**config.mk**
```make
export PLATFORM = sky130hd
export DESIGN_NAME = sample_unpacker
export DESIGN_NICKNAME = d
export VERILOG_FILES = /design/src/rtl/fir_pkg.sv /design/src/rtl/sat_counter.sv /design/src/rtl/sample_unpacker.sv
export SDC_FILE = /design/constraint.sdc
export NUM_CORES = 1
export LEC_CHECK = 0
export BUFFER_PORTS_ARGS = -buffer_cell sky130_fd_sc_hd__buf_2
export CAP_MARGIN = 20
export CORE_UTILIZATION = 52
export CTS_CLUSTER_DIAMETER = 100
export DETAILED_ROUTE_END_ITERATION = 8
export PLACE_DENSITY = 0.77
export SYNTH_ARGS = -nofsm -noshare
export SYNTH_HDL_FRONTEND = slang
export SYNTH_SLANG_ARGS = --single-unit
export TNS_END_PERCENT = 100
```
**constraint.sdc**
```tcl
create_clock -name clk -period 3.1 [get_ports clk]
set_input_delay 0.465 -clock clk [delete_from_list [all_inputs] [get_ports clk]]
set_output_delay 0.465 -clock clk [all_outputs]
set_load 0.01 [all_outputs]
```
**src/rtl/fir_pkg.sv**
```systemverilog
// Shared types and helpers for the sample pipeline back end.
package fir_pkg;

  typedef enum logic {
    UNPK_IDLE  = 1'b0,
    UNPK_SHIFT = 1'b1
  } unpack_state_t;

  // Width of a word index into an n-word bundle; never narrower than one bit.
  function automatic int idx_width(input int n);
    return (n > 1) ? $clog2(n) : 1;
  endfunction

endpackage

```
**src/rtl/sat_counter.sv**
```systemverilog
// Saturating event counter with synchronous clear; clear takes effect
// before a same-cycle increment, so clr & inc yields a count of one.
module sat_counter #(
  parameter int WIDTH = 8
) (
  input  logic             clk,
  input  logic             rst,
  input  logic             clr,
  input  logic             inc,
  output logic [WIDTH-1:0] count
);

  localparam logic [WIDTH-1:0] ONE = WIDTH'(1);

  logic [WIDTH-1:0] base;

  // Value the increment applies to: zero when clearing, else current count.
  always_comb begin
    base = clr ? '0 : count;
  end

  // Count register, stops at all-ones.
  always_ff @(posedge clk or posedge rst) begin
    if (rst)
      count <= '0;
    else if (inc && (base != '1))
      count <= base + ONE;
    else
      count <= base;
  end

endmodule

```
**src/rtl/sample_unpacker.sv**
```systemverilog
// Serialises a packed bundle of DATA_COUNT words onto a ready/valid stream,
// word 0 first. Bundles arriving while a bundle is still held are dropped
// and counted, since the upstream bus cannot be stalled.
module sample_unpacker
  import fir_pkg::*;
#(
  parameter int DATA_WIDTH = 16,
  parameter int DATA_COUNT = 4,
  parameter int CNT_WIDTH  = 8
) (
  input  logic                             clk,
  input  logic                             rst,
  input  logic [DATA_WIDTH*DATA_COUNT-1:0] data_in,
  input  logic                             valid_in,
  output logic                             in_ready,
  output logic [DATA_WIDTH-1:0]            out_data,
  output logic                             out_valid,
  input  logic                             out_ready,
  output logic                             out_last,
  output logic                             overflow,
  output logic [CNT_WIDTH-1:0]             drop_count,
  input  logic                             ovf_clr
);

  localparam int                IDX_W    = idx_width(DATA_COUNT);
  localparam logic [IDX_W-1:0]  LAST_IDX = IDX_W'(DATA_COUNT - 1);
  localparam logic [IDX_W-1:0]  IDX_ONE  = IDX_W'(1);

  unpack_state_t                    state;
  logic [IDX_W-1:0]                 index;
  logic [DATA_WIDTH*DATA_COUNT-1:0] held;
  logic                             accept;
  logic                             drop;

  // Output word and handshake qualifiers, all decoded from registers.
  always_comb begin
    out_valid = (state == UNPK_SHIFT);
    out_last  = out_valid && (index == LAST_IDX);
    out_data  = held[DATA_WIDTH*int'(index) +: DATA_WIDTH];
    in_ready  = (state == UNPK_IDLE) || (out_valid && out_ready && out_last);
    accept    = valid_in && in_ready;
    drop      = valid_in && !in_ready;
  end

  // Bundle capture and word sequencing; a new bundle may replace the
  // held one on the cycle its last word is taken, giving no bubble.
  always_ff @(posedge clk or posedge rst) begin
    if (rst) begin
      state <= UNPK_IDLE;
      index <= '0;
      held  <= '0;
    end else if (accept) begin
      held  <= data_in;
      index <= '0;
      state <= UNPK_SHIFT;
    end else if (out_valid && out_ready) begin
      if (out_last)
        state <= UNPK_IDLE;
      else
        index <= index + IDX_ONE;
    end
  end

  // Sticky overflow flag; a same-cycle drop overrides the clear.
  always_ff @(posedge clk or posedge rst) begin
    if (rst)
      overflow <= 1'b0;
    else if (drop)
      overflow <= 1'b1;
    else if (ovf_clr)
      overflow <= 1'b0;
  end

  sat_counter #(
    .WIDTH (CNT_WIDTH)
  ) u_drop_cnt (
    .clk   (clk),
    .rst   (rst),
    .clr   (ovf_clr),
    .inc   (drop),
    .count (drop_count)
  );

endmodule
```
==> out/metrics.yaml, run 1 <==
yosys-top-cells-count: "dfrtp_1, mux2_2, mux4_2"
status: "finished clean"
area_delta_synth_final_pct: 22.2
crit_arrival_ns: 1.77
slew_headroom_pct: 37.9
regToRegSetupSlack_ns: 0.97
crit_required_ns: 2.63
die_h_um: 83.4
syn_area_per_cell_sq_um: 15.8
chipWidth_um: 83.4
fin_skew_ns: 0.00709
synthTopCellsByArea: "dfrtp_1, mux2_2, mux4_2, buf_6, mux2_1"
crit_fanout: 18
synth_cell_types: 36
vdd_drop_max_mv: 0.514
synth-seq-cells: 76
die_area_sq_mm: 0.00695
cts_resized: 0
drt_wl_total_um: 6410
p_leak_nw: 1.99
core_sq_mm: 0.00639
min_path_type: "input port to flop"
total_power_mw: 4.12
io_pins: 97
slowest_stage: "mux4_2"
maxSlewViolCount: 0
ctsHoldBuffers: 0
synth_top_area_share_pct: 55.2
setup_viol: 0
vias_per_cell: 5.26
yosysTopAreaCell: "dfrtp_1"
hold_start: "data_in[50]"
cp-start-kind: "flop"
drc_errors: 0
cts_tree: "built"
critical_path_class: "flop to output port"
vias: 2110
path_clk_slew_ns: 0.08
finalCriticalPeriod_ns: 2.24
cts_root_buf: "clkbuf_8"
synth.most_common_cell: "dfrtp_1"
r2r_start: "index[0]$_DFFE_PP0P_"
routedWlPerCell_um: 16.0
cts_buffer_depth: 2
diodes: 0
synth_area_sq_mm: 0.00344
grt_max_degree: 77
dr.pass1.iters: 4
grt_pass1_wl_um: 10700
cp-end-kind: "output port"
postSynthCellCount: 218
rsz0062_at_grt: "false"
worstSkewPairLatency_ns: 0.34
drive_above_1_share_pct: 62.0
hold_viol: 0
cts_setup_buffers: 0
ant_nets: 0
synthesis.nets: 289
yosys_warnings: 0
grt_overflow: 0
crit_family: "multiplexers"
yosysSeqAreaShare_pct: 55.2
min_to: "held[50]$_DFFE_PP0P_"
worst_path_largest_cell_delay_ns: 0.57
grt_pass1_vias: 2209
critPathBufInv: 2
cts-buffers-inserted: 9
r2r-end: "held[21]$_DFFE_PP0P_"
rr_worst_depth: 6
max_freq_mhz: 447
whs_path_depth: 2
rows: 29
power_density_mw_per_mm2: 979
place_hpwl_um: 4410
drtIter0Drc: 84
htreeDepth: 3
fin_tns_setup_ns: 0
max_cap_violations: 0
clock-sinks: 76
synth-main-ff-cell: "dfrtp_1"
antenna_found_initial: 0
async_flop_share_pct: 100
worst_slew_pin_slew_ns: 0.931
nets: 390
initial_utilization_pct: 53.9
fin_crit_sh_pct: 72.2
track_usage_pct: 20.1
path_cells: "buf_4 > mux4_2 > buf_2"
gp_congestion: 0.776
portBuffers: 96
synth-edff-count: 0
nFillCells: 483
-- layout by cell type, fill, tap and decap left out, types with 3 or more instances in the layout --
cell type and n:
mux2_1 5, buf_4 4, dfrtp_1 76, xnor2_1 3
buf_2 96, clkbuf_8 12, inv_1 6, nand2_1 4
mux4_2 16, a21oi_1 4, mux2_2 60
-- where the power goes --
group	switching [mW]	internal [mW]	total, mW	leakage [nW]
Combinational	0.648	0.952	1.60	0.957
Sequential	0.214	1.45	1.66	0.919
Clock	0.342	0.520	0.862	0.116
Total	1.20	2.92	4.12	1.99
-- cell families (layout without fill, tap and decap cells) --
family                   Yosys count  after routing  synth area share [%]
buffers and inverters             18            124                  3.60
XOR/XNOR                           3              3                 0.763
AO/OA/AOI/OAI                     14             14                  3.42
flip-flops                        76             76                  55.2
AND/OR/NAND/NOR                   23             23                  4.25
multiplexers                      82             82                  32.0
adder cells (fa/ha/maj)            2              2                 0.727
-- stage by stage --
stage | utilization, % | instance area [sq um] | hold slack, ns | setup WS (ns) | cells
3_5_place_dp | 62.2 | 3970 | 0.482 | 0.971 | 385
2_1_floorplan | - | 3440 | 0.459 | 0.697 | 218
4_1_cts | 65.9 | 4210 | 0.326 | 0.813 | 401
3_3_place_gp | 62.2 | 3970 | 0.474 | 1.02 | 385
5_1_grt | 65.9 | 4210 | 0.330 | 0.779 | 401
6_report | 65.9 | 4210 | 0.343 | 0.863 | 401
-- worst max-delay path by stage --
stage,start,end,cells after the start
floorplan,rst,held[0]$_DFFE_PP0P_,1
global placement,index[0]$_DFFE_PP0P_,held[5]$_DFFE_PP0P_,6
detailed placement,index[0]$_DFFE_PP0P_,held[40]$_DFFE_PP0P_,6
CTS,index[0]$_DFFE_PP0P_,out_data[12],3
global route,index[0]$_DFFE_PP0P_,out_data[12],3
finish,index[0]$_DFFE_PP0P_,out_data[12],3
-- routing by layer --
metal,global-route usage (%),routed length (um)
met1,27.2,2900
met5,0,0
met4,7.68,50
met3,5.77,369
met2,31.1,3100
-- state kept, by name, indices dropped and copies added (netlist names) --
name	flops
out_valid	1
overflow	1
u_drop_cnt.count	8
index	2
held	64
-- final cells by class --
class                   count  area [sq um]  share of cell area (%)
clock buffers              13           169                    4.01
clock inverters             3          67.6                    1.61
inverters                   7          26.3                   0.624
multi-input cells         124          1420                    33.7
flip-flops and latches     76          1900                    45.2
well taps                  77          96.3                    2.29
repair buffers            101           531                    12.6
Power figures use the tool's default switching activity.
==> inputs of run 2 (changes only) <==
Settings changed: CORE_UTILIZATION 52 to 47, PLACE_DENSITY 0.77 to 0.73.
Clock period 3.1 ns to 1.8 ns, I/O delays scaled along.
==> out/metrics.yaml, run 2 (synthesis results as in run 1) <==
clock-sinks: 76  # unchanged
fin_tns_setup_ns: -1.91  # -1.91 ns
die_h_um: 87.6  # +5.1%
vdd_drop_max_mv: 0.642  # +25%
hold_slack_ns: 0.0365  # -0.306 ns
critPathBufInv: 2  # unchanged
io_pins: 97  # unchanged
top_regs: "held x64, u_drop_cnt.count x8, index x2"
fin_area_sq_mm: 0.00448  # +6.3%
routedWlPerCell_um: 15.6  # -2.3%
worst_slew_pin_slew_ns: 0.562  # -0.369 ns
total_power_mw: 7.72  # +87%
cts_root_buf: "clkbuf_8"
status: "complete, but fails checks"
worst_path_largest_cell_delay_ns: 0.53  # -0.04 ns
ctsHoldBuffers: 0  # unchanged
hold_viol: 0  # unchanged
track_usage_pct: 18.6  # -1.6 points
initial_utilization_pct: 49.6  # -4.3 points
slew_headroom_pct: 62.5  # +25 points
portBuffers: 96  # unchanged
rsz0062_at_grt: "true"
dr.pass1.iters: 4  # unchanged
use_met2_pct: 29.9  # -1.2 points
largest_reg_flops: 64  # unchanged
slowest_stage: "mux4_2"
use_met1_pct: 24.0  # -3.2 points
path_cells: "buf_12 > mux4_2 > buf_6"
finalCriticalPeriod_ns: 1.89
mostFrequentLayoutCells: "buf_2, dfrtp_1, mux2_2, mux4_2"
dpl_cell_area_sq_mm: 0.00406  # +2.3%
rr_worst_depth: 6  # unchanged
r2r-end: "held[56]$_DFFE_PP0P_"
vias: 2203  # +4.4%
cts_buffer_depth: 2  # unchanged
diodes: 0  # unchanged
regToRegSetupSlack_ns: -0.05  # -1.02 ns
die_area_sq_mm: 0.00767  # +10%
cp-end-kind: "output port"
crit_fanout: 9  # -9
r2r_start: "index[0]$_DFFE_PP0P_"
gr-max-usage-layer: "met2"
fin_ws_ns: -0.0886  # -0.951 ns
grt_max_degree: 45  # -42%
rows: 30  # +3.4%
critical_path_class: "flop to output port"
place_ws_ns: 0.0424  # -0.928 ns
dp_cells: 409  # +6.2%
grt_pass1_vias: 2203  # -0.27%
ant_nets: 0  # unchanged
top_register: "held"
drt_wl_total_um: 6740  # +5.0%
chipWidth_um: 87.6  # +5.1%
min_path_type: "input port to async pin"
setup_viol: 69  # +69
p_leak_nw: 2.09  # +4.9%
cts-buffers-inserted: 9  # unchanged
fin_skew_ns: 0.00689  # -0.000200 ns
crit_family: "multiplexers"
max_cap_violations: 0  # unchanged
grt_overflow: 0  # unchanged
drc_errors: 0  # unchanged
htreeDepth: 3  # unchanged
finish.utilization_pct: 64.5  # -1.5 points
worstSkewPairLatency_ns: 0.35  # about the same
power_density_mw_per_mm2: 1730  # +76%
violations: "negative setup slack"
area_delta_synth_final_pct: 30.0
path_clk_slew_ns: 0.08  # about the same
crit_required_ns: 1.53  # -1.10 ns
place_hpwl_um: 4560  # +3.4%
grtUsageMet3_pct: 5.09  # -0.68 points
crit_arrival_ns: 1.62  # -0.15 ns
cts_tree: "built"
layout.cells.most_common: "buf_2"
drive_above_1_share_pct: 64.5  # +2.4 points
vias_per_cell: 5.11  # -2.9%
maxSlewViolCount: 0  # unchanged
gp_congestion: 0.711  # -8.4%
cp-start-kind: "flop"
core_sq_mm: 0.00694  # +8.7%
nets: 401  # +2.8%
drtIter0Drc: 56  # -33%
instances_no_fill: 431  # +7.5%
fin_crit_sh_pct: 105
max_freq_mhz: 530
antenna_found_initial: 0  # unchanged
grt_pass1_wl_um: 10400  # -2.2%
-- run 2: worst max path at each step --
| stage | slack [ns] | cells past startpoint | end | from |
|---|---|---|---|---|
| finish | -0.09 | 3 | out_data[7] | index[0]$_DFFE_PP0P_ |
| global route | -0.12 | 3 | out_data[8] | index[0]$_DFFE_PP0P_ |
| CTS | -0.12 | 3 | out_data[15] | index[0]$_DFFE_PP0P_ |
| detailed placement | 0.04 | 8 | u_drop_cnt.count[4]$_DFF_PP0_ | ovf_clr |
| global placement | 0.06 | 6 | u_drop_cnt.count[1]$_DFF_PP0_ | ovf_clr |
| floorplan | 0.08 | 5 | u_drop_cnt.count[1]$_DFF_PP0_ | u_drop_cnt.count[0]$_DFF_PP0_ |
-- run 2: metal layers --
layer | share of wire, % | wire [um]
met5 | 0 | 0
met4 | 1.6 | 111
met3 | 5.0 | 335
met2 | 50 | 3340
met1 | 44 | 2950
-- run 2: power by group --
| group | total, mW | internal [mW] | switching [mW] |
|---|---|---|---|
| combinational | 3.36 | 2.14 | 1.22 |
| sequential | 2.87 | 2.49 | 0.380 |
| clock | 1.50 | 0.859 | 0.638 |
-- run 2: final cells by class --
cell class,instances,area (sq um)
tap,96,120
inverter,7,30.0
clock inverter,5,83.8
sequential,76,1900
multi-input combinational,124,1430
timing repair buffer,112,759
clock buffer,11,151
fill,537,2470
-- run 2: what timing repair did --
action,in CTS,in global routing
setup endpoints to repair,16,83
cloned,0,1
pin swaps,0,1
resized for setup,9,12
setup buffers,2,3
endpoints found under the hold margin,0,0
-- run 2: worst register-to-register path, delay by kind of cell (launching register included) --
family | cells | cell delay (ns)
AOI/OAI and AO/OA | 1 | 0.18
adders and majority gates | 1 | 0.30
buffers and inverters | 2 | 0.28
DFF | 1 | 0.46
muxes | 1 | 0.37
and+or+nand+nor | 1 | 0.15
==> inputs of run 3 (changes only) <==
--- a/constraint.sdc
+++ b/constraint.sdc
@@ -3,2 +3,2 @@
 set_output_delay 0.27 -clock clk [all_outputs]
-set_load 0.01 [all_outputs]
+set_load 0.005 [all_outputs]
==> out/metrics.yaml, run 3 (synthesis results as in run 1) <==
status: "complete, but fails checks"
violations: "negative setup slack"
cts-buffers-inserted: 9  # unchanged
ant_nets: 0  # unchanged
initial_utilization_pct: 49.6  # unchanged
rows: 30  # unchanged
drt_wl_total_um: 7230  # +7.4%
fin_ws_ns: -0.0739  # +0.0146 ns
antenna_found_initial: 0  # unchanged
cts_buffer_depth: 2  # unchanged
worst_slew_pin_slew_ns: 0.555  # -0.00673 ns
fin_skew_ns: 0.00765  # +0.000762 ns
ctsHoldBuffers: 0  # unchanged
max_freq_mhz: 534  # +0.78%
vias: 2257  # +2.5%
nets: 416  # +3.7%
crit_required_ns: 1.53  # about the same
crit_arrival_ns: 1.60  # -0.02 ns
vias_per_cell: 5.07  # -0.77%
power_density_mw_per_mm2: 1610  # -6.6%
place_ws_ns: 0.0250  # -0.0174 ns
io_pins: 97  # unchanged
drc_errors: 0  # unchanged
top_register: "held"
vdd_drop_max_mv: 0.674  # +5.1%
crit_fanout: 4  # -5
track_usage_pct: 19.5  # +0.99 points
drtIter0Drc: 39  # -30%
finalCriticalPeriod_ns: 1.87  # -0.0146 ns
dr.pass1.iters: 4  # unchanged
diodes: 0  # unchanged
place_hpwl_um: 4640  # +1.7%
largest_reg_flops: 64  # unchanged
die_h_um: 87.6  # unchanged
min_path_type: "input port to async pin"
cp-start-kind: "flop"
drive_above_1_share_pct: 66.8  # +2.3 points
p_leak_nw: 2.18  # +4.3%
cts_root_buf: "clkbuf_8"
maxSlewViolCount: 0  # unchanged
grt_pass1_vias: 2225  # +1.0%
total_power_mw: 7.47  # -3.2%
critical_path_class: "flop to output port"
core_sq_mm: 0.00694  # unchanged
chipWidth_um: 87.6  # unchanged
portBuffers: 96  # unchanged
rsz0062_at_grt: "true"
routedWlPerCell_um: 16.3  # +4.0%
top_regs: "held x64, u_drop_cnt.count x8, index x2"
worstSkewPairLatency_ns: 0.34  # about the same
mostFrequentLayoutCells: "buf_2, dfrtp_1, mux2_2, mux4_2, buf_4"
cp-end-kind: "output port"
cts_tree: "built"
max_cap_violations: 0  # unchanged
fin_crit_sh_pct: 104  # -0.81 points
hold_viol: 0  # unchanged
clock-sinks: 76  # unchanged
die_area_sq_mm: 0.00767  # unchanged
grt_overflow: 0  # unchanged
slew_headroom_pct: 63.0  # +0.45 points
gp_congestion: 0.700  # -1.5%
path_clk_slew_ns: 0.08  # about the same
grt_max_degree: 45  # unchanged
setup_viol: 16  # -77%
htreeDepth: 3  # unchanged
layout.cells.most_common: "buf_2"
grt_pass1_wl_um: 11000  # +5.2%
area_delta_synth_final_pct: 34.7
run 3: changes by cell type in the layout (fill, tap and decap cells not counted), moves of 2 or more:
cell	change
clkinv_2	+2
clkbuf_8	-2
a21oi_2	+2
buf_2	+9
buf_6	-5
clkbuf_16	+3
buf_4	+5
buf_16	+2
a21oi_1	-2
run 3: what timing repair did:
action | 4_1_cts | 5_1_grt
cloned | 2 | 7
pin swaps | 1 | 3
endpoints found under the setup margin | 16 | 84
setup buffers | 7 | 3
resized for setup | 10 | 15
run 3: metrics by stage:
step	setup TNS (ns)	area (sq um)	hold slack [ns]	instances	utilization, %
after floorplan	0	3450	0.382	218	-
after global placement	0	4080	0.404	411	58.7
after detailed placement	0	4080	0.418	411	58.7
after CTS	-2.01	4430	0.0386	435	63.7
after global routing	-2.61	4640	0.0656	445	66.8
final	-0.841	4640	0.0367	445	66.8
run 3: layout make-up:
cell class	count	area [sq um]
clock buffers	10	128
clock inverters	5	77.6
fillers	550	2310
inverters	7	32.5
multi-input cells	125	1470
flip-flops and latches	76	1900
well taps	96	120
repair buffers	126	911
run 3: per-layer routing:
metal	part of all wire [%]	GRT usage (%)	up-vias	wire length, um
met1	44	26.5	1117	3200
li1	-	-	1067	-
met3	4.8	5.00	9	345
met5	0	0	-	0
met4	1.4	7.15	0	99
met2	50	30.8	64	3590
run 3: worst max-delay path: stages, from the launching register on:
cell,delay (ns)
dfrtp_1,0.36
buf_6,0.14
buf_16,0.13
mux4_2,0.51
buf_6,0.14
run 3: path summary, 6_finish.rpt:
check                                startpoint                            end  slack (ns)  cells after the start
max                        index[0]$_DFFE_PP0P_                   out_data[15]       -0.07                      4
min                                         rst           held[12]$_DFFE_PP0P_        0.04                      3
max reg2reg                index[0]$_DFFE_PP0P_  u_drop_cnt.count[5]$_DFF_PP0_           0                      7
min reg2reg                held[52]$_DFFE_PP0P_           held[52]$_DFFE_PP0P_        0.50                      1
max in group asynchronous                   rst           held[49]$_DFFE_PP0P_        1.32                      3
min in group clk                    data_in[50]           held[50]$_DFFE_PP0P_        0.14                      2
run 3: where the power goes:
group | leakage [nW] | switching, mW | internal, mW
sequential | 0.919 | 0.385 | 2.49
clock | 0.102 | 0.592 | 0.769
combinational | 1.16 | 1.10 | 2.13
total | 2.18 | 2.08 | 5.39
